--- src/rtl/serial_word_tx.sv ---
// Serial link transmitter: frames a parallel word as start bit, DATA_W data bits
// (LSB first) and stop bit on a single registered line that idles high.
module serial_word_tx #(
    parameter int DATA_W     = 8,
    parameter int BIT_CYCLES = 1
) (
    input  logic              clk,
    input  logic              rst,
    input  logic [DATA_W-1:0] in_data,
    input  logic              in_valid,
    output logic              in_ready,
    output logic              o,
    output logic              busy
);

    localparam int CYC_W = (BIT_CYCLES > 1) ? $clog2(BIT_CYCLES) : 1;
    localparam int BIT_W = (DATA_W > 1) ? $clog2(DATA_W) : 1;
    localparam logic [CYC_W-1:0] CYC_LAST = CYC_W'(BIT_CYCLES - 1);
    localparam logic [BIT_W-1:0] BIT_LAST = BIT_W'(DATA_W - 1);

    typedef enum logic [1:0] {
        ST_IDLE,
        ST_START,
        ST_DATA,
        ST_STOP
    } state_t;

    state_t            state_q;
    logic [DATA_W-1:0] shift_q;
    logic [DATA_W-1:0] shift_d;
    logic [CYC_W-1:0]  cyc_cnt_q;
    logic [BIT_W-1:0]  bit_cnt_q;
    logic              o_q;
    logic              busy_q;
    logic              accept;
    logic              bit_end;

    // Ready is gated by rst so no word can be accepted while reset is held.
    assign in_ready = (state_q == ST_IDLE) && !rst;
    assign accept   = in_valid && in_ready;
    assign bit_end  = (cyc_cnt_q == CYC_LAST);
    assign shift_d  = shift_q >> 1;

    assign o    = o_q;
    assign busy = busy_q;

    always_ff @(posedge clk or posedge rst) begin
        if (rst) begin
            state_q   <= ST_IDLE;
            shift_q   <= '0;
            cyc_cnt_q <= '0;
            bit_cnt_q <= '0;
            o_q       <= 1'b1;
            busy_q    <= 1'b0;
        end else begin
            case (state_q)
                ST_IDLE: begin
                    if (accept) begin
                        shift_q   <= in_data;
                        cyc_cnt_q <= '0;
                        bit_cnt_q <= '0;
                        o_q       <= 1'b0;
                        busy_q    <= 1'b1;
                        state_q   <= ST_START;
                    end else begin
                        o_q    <= 1'b1;
                        busy_q <= 1'b0;
                    end
                end
                ST_START: begin
                    if (bit_end) begin
                        cyc_cnt_q <= '0;
                        o_q       <= shift_q[0];
                        state_q   <= ST_DATA;
                    end else begin
                        cyc_cnt_q <= cyc_cnt_q + 1'b1;
                    end
                end
                ST_DATA: begin
                    if (bit_end) begin
                        cyc_cnt_q <= '0;
                        if (bit_cnt_q == BIT_LAST) begin
                            o_q     <= 1'b1;
                            state_q <= ST_STOP;
                        end else begin
                            // The line shows the bit that becomes LSB after the shift.
                            bit_cnt_q <= bit_cnt_q + 1'b1;
                            shift_q   <= shift_d;
                            o_q       <= shift_d[0];
                        end
                    end else begin
                        cyc_cnt_q <= cyc_cnt_q + 1'b1;
                    end
                end
                ST_STOP: begin
                    if (bit_end) begin
                        cyc_cnt_q <= '0;
                        o_q       <= 1'b1;
                        busy_q    <= 1'b0;
                        state_q   <= ST_IDLE;
                    end else begin
                        cyc_cnt_q <= cyc_cnt_q + 1'b1;
                    end
                end
                default: begin
                    o_q     <= 1'b1;
                    busy_q  <= 1'b0;
                    state_q <= ST_IDLE;
                end
            endcase
        end
    end

endmodule
--- config.mk ---
export PLATFORM = sky130hd
export DESIGN_NAME = serial_word_tx
export DESIGN_NICKNAME = d
export VERILOG_FILES = /design/src/rtl/serial_word_tx.sv
export SDC_FILE = /design/constraint.sdc
export NUM_CORES = 1
export LEC_CHECK = 0
export ABC_CLOCK_PERIOD_IN_PS = 2410
export BUFFER_PORTS_ARGS = -buffer_cell sky130_fd_sc_hd__buf_2
export CAP_MARGIN = 10
export CORE_MARGIN = 5
export CORE_UTILIZATION = 54
export DETAILED_ROUTE_END_ITERATION = 8
export PLACE_DENSITY = 0.77
export SYNTH_ARGS = -nofsm -noshare
export SYNTH_HDL_FRONTEND = slang
export SYNTH_SLANG_ARGS = --single-unit
--- constraint.sdc ---
create_clock -name clk -period 2.41 [get_ports clk]
set_input_delay 0.241 -clock clk [delete_from_list [all_inputs] [get_ports clk]]
set_output_delay 0.241 -clock clk [all_outputs]
set_load 0.05 [all_outputs]
==> impl_results.md <==
- Status: finished, final reports clean
- Die height: 50.6 µm
- Final Util: 0.642
- Cts hold-fix bufs: 0
- Maximum VDD drop: ~0.66 mV
- Hold_ws: around 0.0089 ns
- Vias per std cell: 5.19
- CP peak stage delay: about 0.38 ns
- Synth top area cells: dfrtp_1 39%, mux2_4 13%, mux2_2 11%
- Mapped Area: 892 µm²
- CTS buffer count: 3
- Post-synthesis sequential area ratio: 0.422
- CTS tree: built
- FILL cells: roughly 120
- Crit path capture type: flop
- Initial DRC count: 4
- Clock period minus worst slack: 1.86 ns
- Worst R2R Setup Slack: 0.55 ns
- Bufs on Longest Clock Path: 2
- Clk root buf: clkbuf_4
- Leading cell type in the layout, fill and taps excluded: dfrtp_1
- # IOs: 14
- Via count: roughly 520
- # diodes: 0
- Fraction of layout cells with a size suffix above 1: 0.459
- Mean routed wirelength per cell: 13.5 µm
- Slew headroom: 0.629
- Post-synth top area share: 0.393
- Synthesized Nets: 86
- Mean Syn Cell Area: 13.1 µm²
- CP max stage cell: dfrtp_1
- Sequential Area: 377 µm²
- Synth warn: 0
- Netlist cell types: 24
- Global-route wire length before repair: approximately 2300 µm
- Gr usage total: 0.118
- Layout area overhead: 10.9%
- Synthesis-stage register bit count: 15
- Post-route DRC violation count: 0
- Clock-pin slew on the worst setup and hold paths: 0.08 ns
- Number of cell rows: 14
- Post-synth top area cell: dfrtp_1
- Maximum number of pins on one net before global-route repair: 16
- Initial antenna violation count: 0
- Setup CP Type: flop to flop
- Die Wd: 50.6 µm
- Die Area: 2560 µm²
- Setup TNS: 0 ns
- Worst EP required: approximately 2.6 ns
- RSZ-0062 raised after global routing: false
- Cells after Synth: 68
- Max-cap violations: 0
- Clk_skew: between 0.0015 and 0.002 ns
- Endpoints failing hold: 0
- Fmax: 537 MHz
- Total Wirelength: around 1400 µm
- PwrDens: roughly 1400 nW/µm²
- CP Data Arrival Time: 2.04 ns
- Initial cell density of the core: 0.579
- Slew Limit Fails: 0
- Setup violators final: 0
- Drt first pass iters: 2
- # nets final: 104
- Post_cts resized: 0
- Core box area: around 1500 µm²
- Max FO, Critical Path: 10
- Vias in the first global route: 523
- DP HPWL: 1080 µm
- Pleak: about 0.50 nW
- Least-Margin Pin Slew: 0.556 ns
- Placed insts: 97
- Port bufs: 13
- Grt ovf: 0
- Final Non-Filler Cells: ~100
- Most frequent cells in the layout: 14 x dfrtp_1, 13 x buf_2, 9 x mux2_2
- Multi-input gate area: between 400 and 500 µm²
- Min-Delay Path Class: primary input to async pin
- GPL Wtd Cong: around 0.81
- ANT nets after route: 0
- H-tree lvl count: 1
- Worst-Skew Late Latency: 0.28 ns
- R2R depth: 6
- Worst R2R End: shift_q[5]
- Tcrit/Tclk final: 0.773
- Reg-to-reg startpoint: state_q[0]
- Num Clock Sinks: 15
- Crit path cell chain: inv_1 -> ha_1 -> and2_4 -> a211oi_4 -> buf_4 -> mux2_2
- Number of post-CTS setup repair buffers: 0
- Worst setup SP type: flop
cell usage after synthesis:
master / instances
a31oi_1: 1
a32o_1: 1
nand2b_1: 1
nor2_1: 2
mux2_4: 8
a211oi_4: 1
and2_4: 1
nand2_1: 2
mux2_2: 9
a22o_1: 1
o21a_1: 1
buf_2: 1
ha_1: 7
and2b_1: 1
buf_6: 1
dfrtp_1: 14
nor2b_1: 2
a2111oi_0: 1
buf_12: 1
inv_1: 7
a211oi_1: 1
a21oi_1: 1
dfstp_2: 1
mux2i_1: 2
metrics by stage:
step                      power, mW  area (µm²)  setup WS (ns)
after floorplan                1.20         892          0.656
after global placement         1.28         963          0.610
after detailed placement       1.30         963          0.558
after CTS                      1.44         990          0.541
after global routing           1.53         990          0.418
final                          1.43         990          0.547
sequential cells by signal, summed over array words and instances (netlist names):
name       count
bit_cnt_q      3
o              1
busy           1
state_q        2
shift_q        8
layout make-up:
cell class,count,area share
multi-input cells,43,0.458
repair buffers,16,0.0885
clock buffers,4,0.0265
inverters,7,0.0265
flip-flops and latches,15,0.381
well taps,16,0.0202
worst max-delay path: cells and delay by family (launching register included):
| kind | cells | cell delay [ns] |
|---|---|---|
| DFF | 1 | 0.38 |
| muxes | 1 | 0.33 |
| adders and majority gates | 1 | 0.32 |
| buffers and inverters | 2 | 0.29 |
| AOI/OAI and AO/OA | 1 | 0.22 |
| and+or+nand+nor | 1 | 0.21 |
worst max path at each step:
stage	from	end	slack (ns)	depth (start not counted)
detailed placement	state_q[0]	shift_q[5]	0.56	6
global route	state_q[0]	shift_q[5]	0.42	6
global placement	state_q[0]	bit_cnt_q[0]	0.61	6
finish	state_q[0]	shift_q[5]	0.55	6
floorplan	state_q[0]	bit_cnt_q[0]	0.66	7
CTS	state_q[0]	shift_q[5]	0.54	6
cells by family after synthesis:
group                    after synthesis  synth area share
AO/OA/AOI/OAI                          8            0.0828
adder cells (fa/ha/maj)                7            0.0982
buffers and inverters                 10            0.0701
flip-flops                            15             0.422
multiplexers                          19             0.271
AND/OR/NAND/NOR                        9            0.0561
metal layers:
metal / vias up / GRT usage / wire length (µm)
li1: 266 / - / -
met1: 245 / 0.155 / 667
met2: 11 / 0.174 / 597
met3: 2 / 0.0503 / 89
met4: 0 / 0.0383 / 9
met5: - / 0 / 0
report_power, final:
group          leakage (nW)  internal [mW]  switching, mW
Combinational         0.300          0.457          0.380
Sequential            0.183          0.380         0.0678
Clock                0.0150         0.0643         0.0779
Total                 0.497          0.902          0.526
Note: power is estimated with default switching activity, not from simulation.
